**config.mk**
```make
export PLATFORM = sky130hd
export DESIGN_NAME = ext_mem_arbiter_flat
export DESIGN_NICKNAME = d
export VERILOG_FILES = /design/src/rtl/ext_mem_arbiter_if.sv /design/src/rtl/ext_mem_arbiter.sv /design/src/flat_wrapper.sv
export SDC_FILE = /design/constraint.sdc
export NUM_CORES = 1
export LEC_CHECK = 0
export ABC_AREA = 1
export BUFFER_PORTS_ARGS = -buffer_cell sky130_fd_sc_hd__buf_2
export CAP_MARGIN = 25
export CORE_ASPECT_RATIO = 0.5
export CORE_MARGIN = 2
export CORE_UTILIZATION = 39
export CTS_CLUSTER_DIAMETER = 120
export DETAILED_ROUTE_END_ITERATION = 8
export PLACE_DENSITY = 0.77
export SLEW_MARGIN = 20
export SYNTH_ARGS = -nofsm -noshare
export SYNTH_HDL_FRONTEND = slang
export SYNTH_SLANG_ARGS = --single-unit
```
**constraint.sdc**
```tcl
create_clock -name clk_i -period 1.6 [get_ports clk_i]
set_clock_uncertainty 0.2 [all_clocks]
set_input_delay 0.08 -clock clk_i [delete_from_list [all_inputs] [get_ports clk_i]]
set_output_delay 0.08 -clock clk_i [all_outputs]
set_load 0.01 [all_outputs]
```
**src/rtl/ext_mem_arbiter_if.sv**
```systemverilog
// ext_mem_arbiter_if: one request/response memory port.
//   req/we/be/addr/wdata : request side, driven by the requester
//   rdata/ready          : response side, driven by the responder
// Modports: master = requester view, slave = responder view.
interface ext_mem_arbiter_if;
  localparam int unsigned AW = 32;
  localparam int unsigned DW = 32;
  localparam int unsigned BW = DW / 8;

  logic          req;
  logic          we;
  logic [BW-1:0] be;
  logic [AW-1:0] addr;
  logic [DW-1:0] wdata;
  logic [DW-1:0] rdata;
  logic          ready;

  modport master (output req, we, be, addr, wdata, input rdata, ready);
  modport slave  (input req, we, be, addr, wdata, output rdata, ready);
endinterface

```
**src/rtl/ext_mem_arbiter.sv**
```systemverilog
// ext_mem_arbiter: two-master round-robin arbiter and sequencer in front of a
// single-port external data memory (1-cycle registered read, byte-enable
// writes, ready handshake). One transaction at a time; a stalled memory
// ready aborts the transaction after TIMEOUT_CYCLES (0 disables).
// Ports:
//   clk_i, rst_i : clock, synchronous active-high reset
//   m0_if        : core LSU data port (slave view)
//   m1_if        : secondary master, DMA / loader (slave view)
//   mem_if       : external memory (master view)
//   err_o        : pulses with ready of an aborted transaction
//   busy_o       : high whenever the sequencer is not idle
module ext_mem_arbiter #(
  parameter int unsigned TIMEOUT_CYCLES = 16,
  parameter logic [31:0] ERR_DATA       = 32'hdead_beef
) (
  input  logic              clk_i,
  input  logic              rst_i,
  ext_mem_arbiter_if.slave  m0_if,
  ext_mem_arbiter_if.slave  m1_if,
  ext_mem_arbiter_if.master mem_if,
  output logic              err_o,
  output logic              busy_o
);
  localparam int unsigned AW = 32;
  localparam int unsigned DW = 32;
  localparam int unsigned BW = 4;
  localparam int unsigned CW = (TIMEOUT_CYCLES > 1) ? $clog2(TIMEOUT_CYCLES) : 1;

  typedef enum logic [1:0] {S_IDLE, S_ACCESS, S_RESP, S_DONE} state_e;

  state_e        state_q, state_d;
  logic          last_grant_q, last_grant_d;
  logic          gnt_q, gnt_d;
  logic          cmd_we_q, cmd_we_d;
  logic [BW-1:0] cmd_be_q, cmd_be_d;
  logic [AW-1:0] cmd_addr_q, cmd_addr_d;
  logic [DW-1:0] cmd_wdata_q, cmd_wdata_d;
  logic [DW-1:0] rdata_q, rdata_d;
  logic [CW-1:0] cnt_q, cnt_d;
  logic          mem_req_q, mem_req_d;
  logic          mem_we_q, mem_we_d;
  logic          m0_ready_q, m0_ready_d;
  logic          m1_ready_q, m1_ready_d;
  logic          err_q, err_d;
  logic          busy_q, busy_d;
  logic          pick;
  logic          timeout_hit;

  // Next state, command capture and next values of the registered outputs
  always_comb begin
    state_d      = state_q;
    last_grant_d = last_grant_q;
    gnt_d        = gnt_q;
    cmd_we_d     = cmd_we_q;
    cmd_be_d     = cmd_be_q;
    cmd_addr_d   = cmd_addr_q;
    cmd_wdata_d  = cmd_wdata_q;
    rdata_d      = rdata_q;
    cnt_d        = cnt_q;
    err_d        = 1'b0;
    pick         = 1'b0;
    timeout_hit  = (TIMEOUT_CYCLES != 0) && (cnt_q == CW'(TIMEOUT_CYCLES - 1));

    case (state_q)
      S_IDLE: begin
        if (m0_if.req || m1_if.req) begin
          // On a tie the master that did not win last time goes first
          pick         = (m0_if.req && m1_if.req) ? ~last_grant_q : m1_if.req;
          gnt_d        = pick;
          last_grant_d = pick;
          cmd_we_d     = pick ? m1_if.we    : m0_if.we;
          cmd_be_d     = pick ? m1_if.be    : m0_if.be;
          cmd_addr_d   = pick ? m1_if.addr  : m0_if.addr;
          cmd_wdata_d  = pick ? m1_if.wdata : m0_if.wdata;
          cnt_d        = '0;
          state_d      = S_ACCESS;
        end
      end
      S_ACCESS, S_RESP: begin
        if (mem_if.ready) begin
          cnt_d = '0;
          if (state_q == S_RESP) begin
            rdata_d = mem_if.rdata;
            state_d = S_DONE;
          end else begin
            state_d = cmd_we_q ? S_DONE : S_RESP;
          end
        end else if (timeout_hit) begin
          err_d   = 1'b1;
          state_d = S_DONE;
          if (!cmd_we_q) rdata_d = ERR_DATA;
        end else begin
          cnt_d = cnt_q + CW'(1);
        end
      end
      S_DONE: state_d = S_IDLE;
      default: state_d = S_IDLE;
    endcase

    // Outputs are registered from the next state so mem_* never sees a
    // combinational path from the master inputs
    mem_req_d  = (state_d == S_ACCESS) || (state_d == S_RESP);
    mem_we_d   = (state_d == S_ACCESS) && cmd_we_d;
    m0_ready_d = (state_d == S_DONE) && !gnt_d;
    m1_ready_d = (state_d == S_DONE) && gnt_d;
    busy_d     = (state_d != S_IDLE);
  end

  // State and output registers
  always_ff @(posedge clk_i) begin
    if (rst_i) begin
      state_q      <= S_IDLE;
      last_grant_q <= 1'b1;
      gnt_q        <= 1'b0;
      cmd_we_q     <= 1'b0;
      cmd_be_q     <= '0;
      cmd_addr_q   <= '0;
      cmd_wdata_q  <= '0;
      rdata_q      <= '0;
      cnt_q        <= '0;
      mem_req_q    <= 1'b0;
      mem_we_q     <= 1'b0;
      m0_ready_q   <= 1'b0;
      m1_ready_q   <= 1'b0;
      err_q        <= 1'b0;
      busy_q       <= 1'b0;
    end else begin
      state_q      <= state_d;
      last_grant_q <= last_grant_d;
      gnt_q        <= gnt_d;
      cmd_we_q     <= cmd_we_d;
      cmd_be_q     <= cmd_be_d;
      cmd_addr_q   <= cmd_addr_d;
      cmd_wdata_q  <= cmd_wdata_d;
      rdata_q      <= rdata_d;
      cnt_q        <= cnt_d;
      mem_req_q    <= mem_req_d;
      mem_we_q     <= mem_we_d;
      m0_ready_q   <= m0_ready_d;
      m1_ready_q   <= m1_ready_d;
      err_q        <= err_d;
      busy_q       <= busy_d;
    end
  end

  assign mem_if.req   = mem_req_q;
  assign mem_if.we    = mem_we_q;
  assign mem_if.be    = cmd_be_q;
  assign mem_if.addr  = cmd_addr_q;
  assign mem_if.wdata = cmd_wdata_q;

  // Both masters see the shared read-data register; only ready qualifies it
  assign m0_if.rdata  = rdata_q;
  assign m0_if.ready  = m0_ready_q;
  assign m1_if.rdata  = rdata_q;
  assign m1_if.ready  = m1_ready_q;

  assign err_o  = err_q;
  assign busy_o = busy_q;
endmodule

```
**src/flat_wrapper.sv**
```systemverilog
// flat-port wrapper written by rule: the top's interface ports become plain ports
module ext_mem_arbiter_flat 
#(
  parameter int unsigned TIMEOUT_CYCLES = 16,
  parameter logic [31:0] ERR_DATA       = 32'hdead_beef
)
  (clk_i, rst_i, err_o, busy_o, m0_if_req, m0_if_we, m0_if_be, m0_if_addr, m0_if_wdata, m0_if_rdata, m0_if_ready, m1_if_req, m1_if_we, m1_if_be, m1_if_addr, m1_if_wdata, m1_if_rdata, m1_if_ready, mem_if_req, mem_if_we, mem_if_be, mem_if_addr, mem_if_wdata, mem_if_rdata, mem_if_ready);
  ext_mem_arbiter_if m0_if_i ();
  ext_mem_arbiter_if m1_if_i ();
  ext_mem_arbiter_if mem_if_i ();
  input  logic clk_i;
  input  logic rst_i;
  output logic err_o;
  output logic busy_o;
  input wire logic [$bits(m0_if_i.req)-1:0] m0_if_req;
  input wire logic [$bits(m0_if_i.we)-1:0] m0_if_we;
  input wire logic [$bits(m0_if_i.be)-1:0] m0_if_be;
  input wire logic [$bits(m0_if_i.addr)-1:0] m0_if_addr;
  input wire logic [$bits(m0_if_i.wdata)-1:0] m0_if_wdata;
  output wire logic [$bits(m0_if_i.rdata)-1:0] m0_if_rdata;
  output wire logic [$bits(m0_if_i.ready)-1:0] m0_if_ready;
  input wire logic [$bits(m1_if_i.req)-1:0] m1_if_req;
  input wire logic [$bits(m1_if_i.we)-1:0] m1_if_we;
  input wire logic [$bits(m1_if_i.be)-1:0] m1_if_be;
  input wire logic [$bits(m1_if_i.addr)-1:0] m1_if_addr;
  input wire logic [$bits(m1_if_i.wdata)-1:0] m1_if_wdata;
  output wire logic [$bits(m1_if_i.rdata)-1:0] m1_if_rdata;
  output wire logic [$bits(m1_if_i.ready)-1:0] m1_if_ready;
  output wire logic [$bits(mem_if_i.req)-1:0] mem_if_req;
  output wire logic [$bits(mem_if_i.we)-1:0] mem_if_we;
  output wire logic [$bits(mem_if_i.be)-1:0] mem_if_be;
  output wire logic [$bits(mem_if_i.addr)-1:0] mem_if_addr;
  output wire logic [$bits(mem_if_i.wdata)-1:0] mem_if_wdata;
  input wire logic [$bits(mem_if_i.rdata)-1:0] mem_if_rdata;
  input wire logic [$bits(mem_if_i.ready)-1:0] mem_if_ready;
  assign m0_if_i.req = m0_if_req;
  assign m0_if_i.we = m0_if_we;
  assign m0_if_i.be = m0_if_be;
  assign m0_if_i.addr = m0_if_addr;
  assign m0_if_i.wdata = m0_if_wdata;
  assign m0_if_rdata = m0_if_i.rdata;
  assign m0_if_ready = m0_if_i.ready;
  assign m1_if_i.req = m1_if_req;
  assign m1_if_i.we = m1_if_we;
  assign m1_if_i.be = m1_if_be;
  assign m1_if_i.addr = m1_if_addr;
  assign m1_if_i.wdata = m1_if_wdata;
  assign m1_if_rdata = m1_if_i.rdata;
  assign m1_if_ready = m1_if_i.ready;
  assign mem_if_req = mem_if_i.req;
  assign mem_if_we = mem_if_i.we;
  assign mem_if_be = mem_if_i.be;
  assign mem_if_addr = mem_if_i.addr;
  assign mem_if_wdata = mem_if_i.wdata;
  assign mem_if_i.rdata = mem_if_rdata;
  assign mem_if_i.ready = mem_if_ready;
  ext_mem_arbiter #(.TIMEOUT_CYCLES(TIMEOUT_CYCLES), .ERR_DATA(ERR_DATA)) u_core (.clk_i(clk_i), .rst_i(rst_i), .m0_if(m0_if_i), .m1_if(m1_if_i), .mem_if(mem_if_i), .err_o(err_o), .busy_o(busy_o));
endmodule
```
==> results of run 1 <==
power by group through the flow:
| stage | Clock (mW) | Sequential, mW | Combinational [mW] |
|---|---|---|---|
| after global placement | 0 | 3.34 | 1.60 |
| final | 4.28 | 3.33 | 2.53 |
| after detailed placement | 0 | 3.35 | 1.63 |
| after CTS | 4.31 | 3.30 | 2.05 |
| after floorplan | 0 | 3.47 | 0.773 |
| after global routing | 4.46 | 3.35 | 2.68 |
cell usage in the layout, fill, tap and decap left out, types with 5 or more instances in the layout:
cell | netlist | routed
sky130_fd_sc_hd__nand2_1 | 181 | 176
sky130_fd_sc_hd__buf_6 | 1 | 7
sky130_fd_sc_hd__o21ai_1 | 53 | 52
sky130_fd_sc_hd__buf_12 | 0 | 12
sky130_fd_sc_hd__dlygate4sd3_1 | 0 | 174
sky130_fd_sc_hd__o21ai_0 | 42 | 39
sky130_fd_sc_hd__nor2_1 | 22 | 19
sky130_fd_sc_hd__a31oi_1 | 68 | 55
sky130_fd_sc_hd__nand2_2 | 1 | 6
sky130_fd_sc_hd__a31oi_4 | 0 | 11
sky130_fd_sc_hd__nand3_1 | 9 | 6
sky130_fd_sc_hd__buf_4 | 40 | 23
sky130_fd_sc_hd__dfxtp_1 | 115 | 111
sky130_fd_sc_hd__clkbuf_16 | 0 | 23
sky130_fd_sc_hd__a21oi_1 | 34 | 33
sky130_fd_sc_hd__inv_2 | 3 | 6
sky130_fd_sc_hd__diode_2 | 0 | 5
sky130_fd_sc_hd__buf_2 | 12 | 312
sky130_fd_sc_hd__bufinv_16 | 0 | 6
sky130_fd_sc_hd__inv_1 | 37 | 33
cells by family (layout without fill, tap and decap cells):
family                   count (synthesis)  count (layout)
other                                    0               5
flip-flops                             115             115
AO/OA/AOI/OAI                          198             198
adder cells (fa/ha/maj)                  6               6
buffers and inverters                  118             609
AND/OR/NAND/NOR                        217             217
final timing paths:
kind	start	to	slack, ps	cells past startpoint
max reg2reg	u_core.state_q[0]$_SDFF_PP0_	u_core.mem_if.wdata[3]$_SDFFE_PP0P_	-150	9
max	u_core.state_q[0]$_SDFF_PP0_	u_core.mem_if.wdata[3]$_SDFFE_PP0P_	-150	9
min reg2reg	u_core.m0_if.rdata[0]$_SDFFE_PP0P_	u_core.m0_if.rdata[0]$_SDFFE_PP0P_	260	2
min	u_core.m0_if.rdata[0]$_SDFFE_PP0P_	u_core.m0_if.rdata[0]$_SDFFE_PP0P_	260	2
per-layer routing:
metal | vias to the layer above | track usage | routed length (um)
li1 | 3132 | - | -
met1 | 3080 | 0.302 | 8360
met2 | 471 | 0.533 | 11100
met3 | 153 | 0.0719 | 1800
met4 | 0 | 0.208 | 1520
met5 | - | 0 | 0
repair_timing:
| action | CTS | global route |
|---|---|---|
| pin swaps | 4 | 15 |
| setup buffers | 6 | 11 |
| setup endpoints to repair | 90 | 110 |
| hold endpoints to repair | 109 | 0 |
| hold buffers | 174 | 0 |
| gates cloned | 2 | 9 |
| gates resized for setup | 12 | 51 |
state kept, by name, indices dropped and copies added (netlist names):
register and flops:
u_core.state_q 2, u_core.err_o 1, u_core.m0_if.ready 1, u_core.mem_if.be 4
u_core.mem_if.we 1, u_core.mem_if.wdata 32, u_core.m1_if.ready 1, u_core.busy_o 1
u_core.mem_if.req 1, u_core.last_grant_q 1, u_core.gnt_q 1, u_core.cnt_q 4
u_core.cmd_we_q 1, u_core.m0_if.rdata 32, u_core.mem_if.addr 32
tightest hold or removal path: stages, from the launching register on:
cell	delay, ps
sky130_fd_sc_hd__dfxtp_1	310
sky130_fd_sc_hd__inv_1	50
sky130_fd_sc_hd__a21oi_1	50
area by class of cell:
| class | instances | area (um2) |
|---|---|---|
| repair buffers | 538 | 4020 |
| fillers | 721 | 2450 |
| flip-flops and latches | 115 | 2310 |
| multi-input cells | 421 | 2250 |
| clock buffers | 20 | 447 |
| clock inverters | 11 | 208 |
| well taps | 165 | 206 |
| inverters | 40 | 153 |
| diodes | 5 | 12.5 |
metrics by stage:
step | total power, mW | std cells | utilization | hold WS, ps
2_1_floorplan | 4.24 | 654 | - | 25.9
3_3_place_gp | 4.95 | 1079 | 0.544 | 134
3_5_place_dp | 4.98 | 1079 | 0.544 | 142
4_1_cts | 9.65 | 1292 | 0.754 | 259
5_1_grt | 10.5 | 1315 | 0.797 | 286
6_report | 10.1 | 1315 | 0.797 | 260
==> flow_summary.html, run 1 <==
<table>
<tr><th>Metric</th><th>Value</th></tr>
<tr><th colspan="2">Run status</th></tr>
<tr><td>Status</td><td>finished with violations</td></tr>
<tr><td>Violations in the final reports</td><td>setup timing</td></tr>
<tr><th colspan="2">Worst setup path</th></tr>
<tr><td>Cell at the slowest stage of the critical path</td><td>sky130_fd_sc_hd__dfxtp_2</td></tr>
<tr><td>Peak fanout along the critical path</td><td>7</td></tr>
<tr><td>Worst path top cell family by delay</td><td>buffers and inverters</td></tr>
<tr><td>Cells traversed along the worst timing path</td><td>inv_2 &gt; ha_4 &gt; inv_4 &gt; nor2_4 &gt; buf_12 &gt; buf_4 &gt; clkbuf_16 &gt; o21ai_1 &gt; a31oi_1</td></tr>
<tr><td>Worst Setup End Kind</td><td>flip-flop</td></tr>
<tr><td>Number of buffers and inverters on the critical path</td><td>5</td></tr>
<tr><td>CP Launch Type</td><td>flip-flop</td></tr>
<tr><td>Worst setup path class</td><td>reg -&gt; reg</td></tr>
<tr><td>Largest stage delay on the critical path</td><td>310 ps</td></tr>
<tr><td>Critical path arrival</td><td>1860 ps</td></tr>
<tr><td>Data required, critical path</td><td>1710 ps</td></tr>
<tr><th colspan="2">Placed design</th></tr>
<tr><td>Number of I/O port buffers</td><td>312</td></tr>
<tr><td>Half-perimeter wire length of the detailed placement result</td><td>10.7 mm</td></tr>
<tr><td>Instance area after placement</td><td>0.00655 mm2</td></tr>
<tr><td>Setup WS pre-CTS</td><td>-119 ps</td></tr>
<tr><td>Final weighted congestion of routability-driven global placement</td><td>0.875</td></tr>
<tr><th colspan="2">STA</th></tr>
<tr><td>Maximum clock frequency</td><td>0.571 GHz</td></tr>
<tr><td>Total of endpoints with negative setup slack in the final report</td><td>between 60 and 70</td></tr>
<tr><td>Worst path setup slack after routing</td><td>-151 ps</td></tr>
<tr><td>Final count of pins violating max slew</td><td>0</td></tr>
<tr><td>Setup TNS</td><td>-4750 ps</td></tr>
<tr><td>Least-Margin Pin Slew</td><td>403 ps</td></tr>
<tr><td>Final count of hold timing violations</td><td>0</td></tr>
<tr><td>Remaining max-slew budget at the tightest pin</td><td>0.731</td></tr>
<tr><td>Setup repair after global routing missed its margin</td><td>true</td></tr>
<tr><td>Period utilisation layout</td><td>1.09</td></tr>
<tr><td>Fin crit period</td><td>1750 ps</td></tr>
<tr><th colspan="2">Clocking</th></tr>
<tr><td>Clock tree from TritonCTS</td><td>done</td></tr>
<tr><td>Number of buffers on the longest clock path</td><td>2</td></tr>
<tr><td>Number of sinks on the clock net</td><td>roughly 120</td></tr>
<tr><td>Root cell of the clock tree</td><td>sky130_fd_sc_hd__clkbuf_16</td></tr>
<tr><td>Register clock-pin slew on the reported worst setup and hold paths</td><td>60 ps</td></tr>
<tr><td>Number of levels the H-tree was split into</td><td>4</td></tr>
<tr><td>TritonCTS Buffers</td><td>17</td></tr>
<tr><td>Clock Latency Late Sink</td><td>400 ps</td></tr>
<tr><th colspan="2">Synth</th></tr>
<tr><td>Number of flops mapped to enable cells by yosys</td><td>0</td></tr>
<tr><td>Mapped cell area</td><td>slightly below 0.005 mm2</td></tr>
<tr><td>Ranking of synthesized cells by area</td><td>sky130_fd_sc_hd__dfxtp_1 47%, sky130_fd_sc_hd__nand2_1 14%, sky130_fd_sc_hd__a31oi_1 8.7%, sky130_fd_sc_hd__buf_4 6.1%, sky130_fd_sc_hd__o21ai_1 5.4%</td></tr>
<tr><td>Number of register bits inferred by synthesis</td><td>115</td></tr>
<tr><td>Fraction of the mapped netlist area in compound gates</td><td>0.220</td></tr>
<tr><td>List of most frequent post-synthesis cells</td><td>181 x sky130_fd_sc_hd__nand2_1, 115 x sky130_fd_sc_hd__dfxtp_1, 68 x sky130_fd_sc_hd__a31oi_1</td></tr>
<tr><td>Largest family of logic cells by synthesized area</td><td>compound AO/OA/AOI/OAI gates</td></tr>
<tr><td>Syn Inst Count</td><td>approximately 650</td></tr>
<tr><td>Multiplexer share of the synthesized area</td><td>0</td></tr>
<tr><td>Synthesized-area fraction occupied by and/or/nand/nor cells</td><td>0.171</td></tr>
<tr><td>Synth Area per Inst</td><td>7.51 um2</td></tr>
<tr><td>Seq/Total Area, Yosys</td><td>0.469</td></tr>
<tr><td>Syn_nets</td><td>835</td></tr>
<tr><td>Xor/xnor share of the synthesized area</td><td>0</td></tr>
<tr><td>Share of async-settable or async-resettable flops after synthesis</td><td>0</td></tr>
<tr><td>Top FF cell, synth</td><td>sky130_fd_sc_hd__dfxtp_1</td></tr>
<tr><td>Count leader, synth</td><td>sky130_fd_sc_hd__nand2_1</td></tr>
<tr><td>Cell type with the largest total area after synthesis</td><td>sky130_fd_sc_hd__dfxtp_1</td></tr>
<tr><td>Yosys cell types</td><td>21</td></tr>
<tr><td>Yosys warning count</td><td>0</td></tr>
<tr><td>Adder-cell share of the synthesized area</td><td>0.0153</td></tr>
<tr><td>Fraction of post-synthesis cell area in the top cell type by area</td><td>0.469</td></tr>
<tr><th colspan="2">Power and ir drop</th></tr>
<tr><td>Part of the total power dissipated in combinational logic</td><td>0.250</td></tr>
<tr><td>Switching power total</td><td>2.76 mW</td></tr>
<tr><td>Switching share of total power</td><td>0.272</td></tr>
<tr><td>Largest vdd supply drop</td><td>roughly 790 uV</td></tr>
<tr><td>Total power divided by cell area</td><td>1060 mW/mm2</td></tr>
<tr><td>Int Pwr</td><td>7.38 mW</td></tr>
<tr><td>Static leakage power</td><td>4.61 nW</td></tr>
<tr><td>Clock group share of total power</td><td>0.422</td></tr>
<tr><td>Sequential share of power</td><td>0.328</td></tr>
<tr><th colspan="2">Global routing</th></tr>
<tr><td>Number of global-route vias before repair</td><td>~6,700</td></tr>
<tr><td>Antenna violations before repair</td><td>4</td></tr>
<tr><td>Global-route congestion overflow total</td><td>0</td></tr>
<tr><td>Largest net degree at the start of global routing</td><td>a little under 100</td></tr>
<tr><td>GRT Util Overall</td><td>0.295</td></tr>
<tr><td>Global-route wire length before repair</td><td>32.1 mm</td></tr>
<tr><th colspan="2">Final layout</th></tr>
<tr><td>Proportion of layout cells with a drive suffix above 1</td><td>0.383</td></tr>
<tr><td>Area added between synthesis and finish</td><td>95.6%</td></tr>
<tr><td>Net total in the final layout</td><td>1,314</td></tr>
<tr><td>Total non-filler cell area in the finished layout</td><td>0.00960 mm2</td></tr>
<tr><th colspan="2">Floorplanning</th></tr>
<tr><td>Ports</td><td>313</td></tr>
<tr><td>Area of the core region</td><td>0.0121 mm2</td></tr>
<tr><td>Cell Rows</td><td>28</td></tr>
<tr><td>Die Span Y</td><td>83.3 um</td></tr>
<tr><td>Total die area</td><td>approximately 0.014 mm2</td></tr>
<tr><td>Initial standard-cell utilization of the core</td><td>0.407</td></tr>
<tr><td>Overall die width</td><td>163 um</td></tr>
<tr><th colspan="2">Route</th></tr>
<tr><td>Number of remaining DRC errors</td><td>0</td></tr>
<tr><td>Residual antenna-violating net count after detailed routing</td><td>0</td></tr>
<tr><td>Total wirelength of the detailed-routed design</td><td>22.8 mm</td></tr>
<tr><td>Final routed wire length divided by cell count</td><td>17.3 um</td></tr>
<tr><td>Total number of vias</td><td>6,836</td></tr>
<tr><td>Number of iterations in the first detailed-routing pass</td><td>5</td></tr>
<tr><td>Avg Vias per Cell</td><td>5.20</td></tr>
<tr><td>Iter 0 DRT Violations</td><td>between 500 and 600</td></tr>
<tr><th colspan="2">Job</th></tr>
<tr><td>Maxcap violations</td><td>0</td></tr>
<tr><th colspan="2">Min path</th></tr>
<tr><td>Path class of the lowest-slack min-delay path</td><td>reg -&gt; reg</td></tr>
</table>
No activity file was read; power rests on OpenSTA's default activity.
==> run 2, diff against run 1 <==
--- a/config.mk
+++ b/config.mk
@@ -18,3 +18,4 @@
 export SYNTH_ARGS = -nofsm -noshare
 export SYNTH_HDL_FRONTEND = slang
 export SYNTH_SLANG_ARGS = --single-unit
+export TNS_END_PERCENT = 50
==> run 2 against run 1 <==
The flow still finishes with violations (setup timing); via count decreased by 0.25%; clock-buffer cell count unchanged; sequential share of layout area increased by 0.072 points; register-to-register slack about the same; sequential cell count unchanged; core utilization decreased by 0.24 points; clock power about the same; routed wire length decreased by 1.1%; critical endpoint unchanged; critical path type unchanged; highest routed layer unchanged; largest cell class unchanged.
==> flow_summary.html, run 2 (same netlist as run 1, synthesis figures left out) <==
<table>
<tr><th>Metric</th><th>Value</th></tr>
<tr><th colspan="2">Worst setup path</th></tr>
<tr><td>Depth of the worst register-to-register path</td><td>9</td></tr>
<tr><td>R2r setup slk</td><td>-140 ps</td></tr>
<tr><td>Peak fanout along the critical path</td><td>7</td></tr>
<tr><td>Critical path arrival</td><td>1850 ps</td></tr>
<tr><td>CP Launch Type</td><td>flip-flop</td></tr>
<tr><td>End of the worst register-to-register path</td><td>u_core.mem_if.wdata[3]$_SDFFE_PP0P_</td></tr>
<tr><td>Worst Setup End Kind</td><td>flip-flop</td></tr>
<tr><td>Data required, critical path</td><td>1710 ps</td></tr>
<tr><td>Launch instance of the worst register-to-register path</td><td>u_core.state_q[0]$_SDFF_PP0_</td></tr>
<tr><td>Worst setup path class</td><td>reg -&gt; reg</td></tr>
<tr><th colspan="2">Power and ir drop</th></tr>
<tr><td>Post-layout power</td><td>10.1 mW</td></tr>
<tr><td>Int Pwr</td><td>7.37 mW</td></tr>
<tr><td>Switching share of total power</td><td>0.271</td></tr>
<tr><td>Static leakage power</td><td>4.60 nW</td></tr>
<tr><td>Total power divided by cell area</td><td>roughly 1100 mW/mm2</td></tr>
<tr><td>Largest vdd supply drop</td><td>786 uV</td></tr>
<tr><td>Part of the total power dissipated in combinational logic</td><td>0.248</td></tr>
<tr><td>Clock group share of total power</td><td>0.422</td></tr>
<tr><td>Switching power total</td><td>~2.7 mW</td></tr>
<tr><td>Sequential share of power</td><td>0.329</td></tr>
<tr><th colspan="2">Clocking</th></tr>
<tr><td>TritonCTS Buffers</td><td>17</td></tr>
<tr><td>Number of buffers on the longest clock path</td><td>2</td></tr>
<tr><td>Root cell of the clock tree</td><td>sky130_fd_sc_hd__clkbuf_16</td></tr>
<tr><td>Clock Latency Late Sink</td><td>400 ps</td></tr>
<tr><td>Register clock-pin slew on the reported worst setup and hold paths</td><td>60 ps</td></tr>
<tr><td>Number of sinks on the clock net</td><td>115</td></tr>
<tr><td>Number of levels the H-tree was split into</td><td>4</td></tr>
<tr><td>Clock tree from TritonCTS</td><td>done</td></tr>
<tr><th colspan="2">Global routing</th></tr>
<tr><td>Antenna violations before repair</td><td>4</td></tr>
<tr><td>Global routing usage on met2</td><td>0.533</td></tr>
<tr><td>Number of global-route vias before repair</td><td>roughly 6,700</td></tr>
<tr><td>Global-route congestion overflow total</td><td>0</td></tr>
<tr><td>GRT Util Overall</td><td>0.295</td></tr>
<tr><td>Largest net degree at the start of global routing</td><td>97</td></tr>
<tr><td>Most utilized layer in the global route result</td><td>met2</td></tr>
<tr><td>GRT met1 Usage</td><td>0.302</td></tr>
<tr><td>M3 GR Usage</td><td>0.0719</td></tr>
<tr><td>Global-route wire length before repair</td><td>32.1 mm</td></tr>
<tr><th colspan="2">Min path</th></tr>
<tr><td>Hold path depth</td><td>2</td></tr>
<tr><td>Path class of the lowest-slack min-delay path</td><td>reg -&gt; reg</td></tr>
<tr><td>Critical hold path startpoint</td><td>u_core.m0_if.rdata[0]$_SDFFE_PP0P_</td></tr>
<tr><td>Worst Hold End</td><td>u_core.m0_if.rdata[0]$_SDFFE_PP0P_</td></tr>
<tr><th colspan="2">Run status</th></tr>
<tr><td>Violations in the final reports</td><td>setup timing</td></tr>
<tr><td>Status</td><td>finished with violations</td></tr>
<tr><th colspan="2">Placed design</th></tr>
<tr><td>Half-perimeter wire length of the detailed placement result</td><td>10.7 mm</td></tr>
<tr><td>Final weighted congestion of routability-driven global placement</td><td>0.875</td></tr>
<tr><td>Number of I/O port buffers</td><td>312</td></tr>
<tr><th colspan="2">STA</th></tr>
<tr><td>Final count of pins violating max slew</td><td>0</td></tr>
<tr><td>Maximum clock frequency</td><td>0.574 GHz</td></tr>
<tr><td>Fin crit period</td><td>1740 ps</td></tr>
<tr><td>Remaining max-slew budget at the tightest pin</td><td>0.736</td></tr>
<tr><td>Worst path setup slack after routing</td><td>-142 ps</td></tr>
<tr><td>Final count of hold timing violations</td><td>0</td></tr>
<tr><td>Period utilisation layout</td><td>1.09</td></tr>
<tr><td>Least-Margin Pin Slew</td><td>approximately 400 ps</td></tr>
<tr><td>Final Hold Slack</td><td>260 ps</td></tr>
<tr><td>Total of endpoints with negative setup slack in the final report</td><td>60</td></tr>
<tr><td>Setup repair after global routing missed its margin</td><td>true</td></tr>
<tr><th colspan="2">Route</th></tr>
<tr><td>Final routed wire length divided by cell count</td><td>about 17 um</td></tr>
<tr><td>Number of remaining DRC errors</td><td>0</td></tr>
<tr><td>Total number of vias</td><td>~6,800</td></tr>
<tr><td>Residual antenna-violating net count after detailed routing</td><td>0</td></tr>
<tr><td>Total wirelength of the detailed-routed design</td><td>22.6 mm</td></tr>
<tr><td>Number of iterations in the first detailed-routing pass</td><td>5</td></tr>
<tr><td>Iter 0 DRT Violations</td><td>556</td></tr>
<tr><td>Avg Vias per Cell</td><td>around 5.2</td></tr>
<tr><th colspan="2">Final layout</th></tr>
<tr><td>Highest-count cells in the layout ignoring fill and taps</td><td>312 x sky130_fd_sc_hd__buf_2, 176 x sky130_fd_sc_hd__nand2_1, 174 x sky130_fd_sc_hd__dlygate4sd3_1</td></tr>
<tr><td>Most common cell after layout, fill and taps aside</td><td>sky130_fd_sc_hd__buf_2</td></tr>
<tr><td>Proportion of layout cells with a drive suffix above 1</td><td>0.381</td></tr>
<tr><td>Net total in the final layout</td><td>approximately 1,300</td></tr>
<tr><td>Fillcell total</td><td>726</td></tr>
<tr><td>Area added between synthesis and finish</td><td>95.0%</td></tr>
<tr><th colspan="2">Floorplanning</th></tr>
<tr><td>Area of the core region</td><td>0.0121 mm2</td></tr>
<tr><td>Total die area</td><td>0.0136 mm2</td></tr>
<tr><td>Ports</td><td>roughly 310</td></tr>
<tr><td>Cell Rows</td><td>28</td></tr>
<tr><td>Initial standard-cell utilization of the core</td><td>0.407</td></tr>
<tr><td>Die Span Y</td><td>~83 um</td></tr>
<tr><td>Overall die width</td><td>between 150 and 200 um</td></tr>
<tr><th colspan="2">Job</th></tr>
<tr><td>Maxcap violations</td><td>0</td></tr>
</table>
run 2: timing repair:
action	4_1_cts	5_1_grt
setup buffers	6	11
gates cloned	2	8
resized for setup	12	51
hold buffers	174	0
pin swaps	4	16
setup endpoints to repair	90	110
endpoints found under the hold margin	109	0
run 2: worst max-delay path: stages, from the launching register on:
cell	delay, ps
sky130_fd_sc_hd__dfxtp_2	310
sky130_fd_sc_hd__inv_2	80
sky130_fd_sc_hd__ha_4	160
sky130_fd_sc_hd__inv_4	50
sky130_fd_sc_hd__nor2_4	180
sky130_fd_sc_hd__buf_12	150
sky130_fd_sc_hd__buf_4	120
sky130_fd_sc_hd__clkbuf_16	130
sky130_fd_sc_hd__o21ai_1	50
sky130_fd_sc_hd__a31oi_1	220
run 2: worst max-delay path by stage:
| stage | to | cells after the start | startpoint | slack, ps |
|---|---|---|---|---|
| after floorplan | u_core.mem_if.req$_SDFF_PP0_ | 9 | u_core.state_q[1]$_SDFF_PP0_ | 4 |
| after global placement | u_core.mem_if.req$_SDFF_PP0_ | 9 | u_core.state_q[1]$_SDFF_PP0_ | -70 |
| after detailed placement | u_core.mem_if.req$_SDFF_PP0_ | 9 | u_core.state_q[1]$_SDFF_PP0_ | -120 |
| after CTS | u_core.mem_if.req$_SDFF_PP0_ | 9 | u_core.state_q[1]$_SDFF_PP0_ | -40 |
| after global routing | u_core.mem_if.wdata[3]$_SDFFE_PP0P_ | 9 | u_core.state_q[0]$_SDFF_PP0_ | -230 |
| final | u_core.mem_if.wdata[3]$_SDFFE_PP0P_ | 9 | u_core.state_q[0]$_SDFF_PP0_ | -140 |
run 2: area by class of cell:
type                    count  area, um2  area share
diodes                      4       10.0     0.00105
flip-flops and latches    115       2310       0.241
multi-input cells         421       2250       0.235
repair buffers            537       3990       0.417
clock buffers              20        447      0.0467
clock inverters            11        208      0.0217
inverters                  40        155      0.0162
well taps                 165        206      0.0216
run 2: metrics by stage:
step | setup TNS [ps] | cell area (um2) | instances | worst slack [ps] | util
global placement | -356 | 6550 | 1079 | -71.9 | 0.544
floorplan | 0 | 4930 | 654 | 4.31 | -
detailed placement | -2960 | 6550 | 1079 | -119 | 0.544
global route | -10160 | 9570 | 1313 | -233 | 0.794
finish | -4460 | 9570 | 1313 | -142 | 0.794
CTS | -75.7 | 9080 | 1292 | -35.1 | 0.754
run 2: power groups by stage:
| stage | Clock, mW | Sequential, mW | Combinational, mW |
|---|---|---|---|
| after floorplan | 0 | 3.47 | 0.773 |
| after global placement | 0 | 3.34 | 1.60 |
| after detailed placement | 0 | 3.35 | 1.63 |
| after CTS | 4.31 | 3.30 | 2.05 |
| after global routing | 4.46 | 3.35 | 2.67 |
| final | 4.27 | 3.33 | 2.51 |
run 2: layer usage:
metal  vias to the layer above  wire, um  share of wire
met5                         -         0              0
met4                         0      1440          0.064
met3                       150      1650          0.073
met2                       440     11200           0.49
met1                      3103      8290           0.37
li1                       3126         -              -
==> run 3, diff against run 2 <==
--- a/config.mk
+++ b/config.mk
@@ -5,7 +5,6 @@
 export SDC_FILE = /design/constraint.sdc
 export NUM_CORES = 1
 export LEC_CHECK = 0
-export ABC_AREA = 1
 export BUFFER_PORTS_ARGS = -buffer_cell sky130_fd_sc_hd__buf_2
 export CAP_MARGIN = 25
 export CORE_ASPECT_RATIO = 0.5
@@ -13,7 +12,7 @@
 export CORE_UTILIZATION = 39
 export CTS_CLUSTER_DIAMETER = 120
 export DETAILED_ROUTE_END_ITERATION = 8
-export PLACE_DENSITY = 0.77
+export PLACE_DENSITY = 0.76
 export SLEW_MARGIN = 20
 export SYNTH_ARGS = -nofsm -noshare
 export SYNTH_HDL_FRONTEND = slang
==> run 3 against run 2 <==
Combinational power up 30%; sequential power increased by 2%; design area rose by 13%; synthesized cell count fell by 14%; final cell count shrank 5.2%; via count is 2.9% higher; clock-buffer cell count fell by 1; core utilization increased by 4.3 points; the flow still finishes with violations (setup timing); largest power group unchanged; register-to-register slack got worse by 250 ps.
==> flow_summary.html, run 3 <==
<table>
<tr><th>Metric</th><th>Value</th></tr>
<tr><th colspan="2">STA</th></tr>
<tr><td>Final count of hold timing violations</td><td>0</td></tr>
<tr><td>Period utilisation layout</td><td>1.24</td></tr>
<tr><td>Maximum clock frequency</td><td>0.503 GHz</td></tr>
<tr><td>Worst path setup slack after routing</td><td>-390 ps</td></tr>
<tr><td>Setup repair after global routing missed its margin</td><td>true</td></tr>
<tr><td>Total of endpoints with negative setup slack in the final report</td><td>~110</td></tr>
<tr><td>Least-Margin Pin Slew</td><td>543 ps</td></tr>
<tr><td>Fin crit period</td><td>1990 ps</td></tr>
<tr><td>Remaining max-slew budget at the tightest pin</td><td>0.638</td></tr>
<tr><td>Setup TNS</td><td>-19,250 ps</td></tr>
<tr><td>Final Hold Slack</td><td>28.4 ps</td></tr>
<tr><td>Final count of pins violating max slew</td><td>0</td></tr>
<tr><th colspan="2">Worst setup path</th></tr>
<tr><td>CP Launch Type</td><td>flip-flop</td></tr>
<tr><td>Cells traversed along the worst timing path</td><td>inv_4 &gt; ha_4 &gt; buf_12 &gt; o21ai_4 &gt; a2bb2oi_4 &gt; inv_2 &gt; ha_4 &gt; nor2b_4</td></tr>
<tr><td>Worst setup path class</td><td>reg -&gt; reg</td></tr>
<tr><td>Most repeated library cell on the critical path</td><td>sky130_fd_sc_hd__ha_4</td></tr>
<tr><td>Data required, critical path</td><td>1690 ps</td></tr>
<tr><td>Worst Setup End Kind</td><td>flip-flop</td></tr>
<tr><td>Largest stage delay on the critical path</td><td>390 ps</td></tr>
<tr><td>Peak fanout along the critical path</td><td>5</td></tr>
<tr><td>Cell at the slowest stage of the critical path</td><td>sky130_fd_sc_hd__dfxtp_4</td></tr>
<tr><td>Critical path arrival</td><td>around 2100 ps</td></tr>
<tr><th colspan="2">Synth</th></tr>
<tr><td>Count leader, synth</td><td>sky130_fd_sc_hd__dfxtp_1</td></tr>
<tr><td>Multiplexer share of the synthesized area</td><td>0.130</td></tr>
<tr><td>List of most frequent post-synthesis cells</td><td>115 x sky130_fd_sc_hd__dfxtp_1, 101 x sky130_fd_sc_hd__nor2_1, 95 x sky130_fd_sc_hd__a211oi_1</td></tr>
<tr><td>Share of async-settable or async-resettable flops after synthesis</td><td>0</td></tr>
<tr><td>Number of flops mapped to enable cells by yosys</td><td>0</td></tr>
<tr><td>Largest family of logic cells by synthesized area</td><td>compound AO/OA/AOI/OAI gates</td></tr>
<tr><td>Fraction of post-synthesis cell area in the top cell type by area</td><td>0.441</td></tr>
<tr><td>Adder-cell share of the synthesized area</td><td>0.0144</td></tr>
<tr><td>Yosys cell types</td><td>42</td></tr>
<tr><td>Synth Area per Inst</td><td>9.27 um2</td></tr>
<tr><td>Syn Inst Count</td><td>563</td></tr>
<tr><td>Ranking of synthesized cells by area</td><td>sky130_fd_sc_hd__dfxtp_1 44%, sky130_fd_sc_hd__a211oi_1 14%, sky130_fd_sc_hd__mux2i_1 13%, sky130_fd_sc_hd__nor2_1 7.3%, sky130_fd_sc_hd__buf_4 5.3%</td></tr>
<tr><td>Synthesized-area fraction occupied by and/or/nand/nor cells</td><td>0.122</td></tr>
<tr><td>Xor/xnor share of the synthesized area</td><td>0</td></tr>
<tr><td>Number of register bits inferred by synthesis</td><td>115</td></tr>
<tr><td>Syn_nets</td><td>744</td></tr>
<tr><td>Fraction of the mapped netlist area in compound gates</td><td>0.179</td></tr>
<tr><td>Cell type with the largest total area after synthesis</td><td>sky130_fd_sc_hd__dfxtp_1</td></tr>
<tr><td>Seq/Total Area, Yosys</td><td>0.441</td></tr>
<tr><td>Yosys warning count</td><td>0</td></tr>
<tr><td>Top FF cell, synth</td><td>sky130_fd_sc_hd__dfxtp_1</td></tr>
<tr><td>Mapped cell area</td><td>0.00522 mm2</td></tr>
<tr><th colspan="2">Final layout</th></tr>
<tr><td>Fillcell total</td><td>588</td></tr>
<tr><td>Area added between synthesis and finish</td><td>107%</td></tr>
<tr><td>Total area of multi-input combinational cells</td><td>0.00314 mm2</td></tr>
<tr><td>Utilization of the core after routing</td><td>0.837</td></tr>
<tr><td>Most common cell after layout, fill and taps aside</td><td>sky130_fd_sc_hd__buf_2</td></tr>
<tr><td>Net total in the final layout</td><td>1,242</td></tr>
<tr><td>Register Area</td><td>0.00231 mm2</td></tr>
<tr><td>Proportion of layout cells with a drive suffix above 1</td><td>0.523</td></tr>
<tr><td>Highest-count cells in the layout ignoring fill and taps</td><td>312 x sky130_fd_sc_hd__buf_2, 173 x sky130_fd_sc_hd__dlygate4sd3_1, 112 x sky130_fd_sc_hd__dfxtp_1</td></tr>
<tr><th colspan="2">Power and ir drop</th></tr>
<tr><td>Int Pwr</td><td>between 7 and 8 mW</td></tr>
<tr><td>Part of the total power dissipated in combinational logic</td><td>0.298</td></tr>
<tr><td>Clock group share of total power</td><td>0.393</td></tr>
<tr><td>Post-layout power</td><td>around 11 mW</td></tr>
<tr><td>Switching share of total power</td><td>0.306</td></tr>
<tr><td>Largest vdd supply drop</td><td>778 uV</td></tr>
<tr><td>Static leakage power</td><td>4.87 nW</td></tr>
<tr><td>Sequential share of power</td><td>0.309</td></tr>
<tr><td>Switching power total</td><td>3.35 mW</td></tr>
<tr><td>Total power divided by cell area</td><td>1020 mW/mm2</td></tr>
<tr><th colspan="2">Global routing</th></tr>
<tr><td>Largest net degree at the start of global routing</td><td>48</td></tr>
<tr><td>Number of global-route vias before repair</td><td>slightly above 7,000</td></tr>
<tr><td>GRT met1 Usage</td><td>0.351</td></tr>
<tr><td>GRT Util Overall</td><td>0.344</td></tr>
<tr><td>Antenna violations before repair</td><td>1</td></tr>
<tr><td>Global-route congestion overflow total</td><td>0</td></tr>
<tr><td>M3 GR Usage</td><td>0.0914</td></tr>
<tr><td>Global routing usage on met2</td><td>0.623</td></tr>
<tr><td>Most utilized layer in the global route result</td><td>met2</td></tr>
<tr><td>Global-route wire length before repair</td><td>38.3 mm</td></tr>
<tr><th colspan="2">Placed design</th></tr>
<tr><td>Final weighted congestion of routability-driven global placement</td><td>approximately 0.79</td></tr>
<tr><td>Setup WS pre-CTS</td><td>-256 ps</td></tr>
<tr><td>Number of I/O port buffers</td><td>312</td></tr>
<tr><td>Half-perimeter wire length of the detailed placement result</td><td>11.2 mm</td></tr>
<tr><th colspan="2">Clocking</th></tr>
<tr><td>Number of buffers on the longest clock path</td><td>2</td></tr>
<tr><td>Number of levels the H-tree was split into</td><td>4</td></tr>
<tr><td>Clock Latency Late Sink</td><td>roughly 410 ps</td></tr>
<tr><td>Clock tree from TritonCTS</td><td>done</td></tr>
<tr><td>Register clock-pin slew on the reported worst setup and hold paths</td><td>60 ps</td></tr>
<tr><td>Count of hold-fix buffers inserted at cts</td><td>173</td></tr>
<tr><td>Root cell of the clock tree</td><td>sky130_fd_sc_hd__clkbuf_16</td></tr>
<tr><td>TritonCTS Buffers</td><td>17</td></tr>
<tr><td>Number of sinks on the clock net</td><td>115</td></tr>
<tr><th colspan="2">Route</th></tr>
<tr><td>Avg Vias per Cell</td><td>approximately 5.6</td></tr>
<tr><td>Total number of vias</td><td>between 7,000 and 8,000</td></tr>
<tr><td>Residual antenna-violating net count after detailed routing</td><td>0</td></tr>
<tr><td>Number of iterations in the first detailed-routing pass</td><td>7</td></tr>
<tr><td>Final routed wire length divided by cell count</td><td>23.5 um</td></tr>
<tr><td>Total wirelength of the detailed-routed design</td><td>29.2 mm</td></tr>
<tr><td>Iter 0 DRT Violations</td><td>528</td></tr>
<tr><td>Number of remaining DRC errors</td><td>0</td></tr>
<tr><th colspan="2">Floorplanning</th></tr>
<tr><td>Initial standard-cell utilization of the core</td><td>0.405</td></tr>
<tr><td>Total die area</td><td>0.0144 mm2</td></tr>
<tr><td>Area of the core region</td><td>0.0129 mm2</td></tr>
<tr><td>Ports</td><td>313</td></tr>
<tr><td>Overall die width</td><td>around 170 um</td></tr>
<tr><td>Cell Rows</td><td>29</td></tr>
<tr><td>Die Span Y</td><td>85.8 um</td></tr>
<tr><th colspan="2">Run status</th></tr>
<tr><td>Violations in the final reports</td><td>setup timing</td></tr>
<tr><td>Status</td><td>finished with violations</td></tr>
<tr><th colspan="2">Job</th></tr>
<tr><td>Maxcap violations</td><td>0</td></tr>
<tr><th colspan="2">Min path</th></tr>
<tr><td>Path class of the lowest-slack min-delay path</td><td>in -&gt; reg</td></tr>
</table>
## run 3: final timing paths
check / slack (ps) / from / to / cells past startpoint
setup / recovery: -390 / u_core.state_q[1]$_SDFF_PP0_ / u_core.mem_if.req$_SDFF_PP0_ / 8
hold / removal: 30 / mem_if_ready / u_core.cnt_q[3]$_SDFFE_PP0P_ / 4
setup reg to reg: -390 / u_core.state_q[1]$_SDFF_PP0_ / u_core.mem_if.req$_SDFF_PP0_ / 8
hold reg to reg: 260 / u_core.m0_if.rdata[9]$_SDFFE_PP0P_ / u_core.m0_if.rdata[9]$_SDFFE_PP0P_ / 2
## run 3: logic make-up (layout without fill, tap and decap cells)
logic type / Yosys count / count (layout)
fa+ha+maj: 6 / 6
compound gates: 127 / 127
buf+inv: 107 / 618
flops: 115 / 115
mux: 68 / 68
other cells: 0 / 1
simple gates: 140 / 140
## run 3: worst max-delay path: cells and delay by family (launching register included)
family / cells / cell delay, ps
and+or+nand+nor: 1 / 110
buffers and inverters: 3 / 280
DFF: 1 / 390
adders and majority gates: 2 / 430
AOI/OAI and AO/OA: 2 / 450
## run 3: area by class of cell
cell class              count  area share
diodes                      1    0.000232
clock buffers              19      0.0411
clock inverters            13      0.0190
inverters                  32      0.0116
multi-input cells         341       0.291
flip-flops and latches    115       0.214
well taps                 170      0.0197
repair buffers            554       0.403
## run 3: power by group through the flow
| stage | registers [mW] | logic [mW] | clock network (mW) |
|---|---|---|---|
| after floorplan | 3.47 | 0.923 | 0 |
| after global routing | 3.40 | 3.39 | 4.45 |
| after detailed placement | 3.34 | 1.79 | 0 |
| final | 3.38 | 3.27 | 4.31 |
| after global placement | 3.34 | 1.74 | 0 |
| after CTS | 3.31 | 2.73 | 4.22 |
## run 3: metrics by stage
step / instances / area [um2]
floorplan: 563 / 5360
global placement: 1008 / 7030
detailed placement: 1008 / 7030
CTS: 1239 / 10300
global route: 1245 / 10800
finish: 1245 / 10800
## run 3: what timing repair did
item,in CTS,in global routing
gates cloned,12,3
resized for setup,112,114
pin swaps,63,26
endpoints found under the hold margin,111,2
setup endpoints to repair,104,114
setup buffers,14,5
## run 3: routing by layer
metal,vias up,part of all wire
met5,-,0
met1,3280,0.36
met3,213,0.087
li1,2949,-
met4,0,0.076
met2,578,0.48
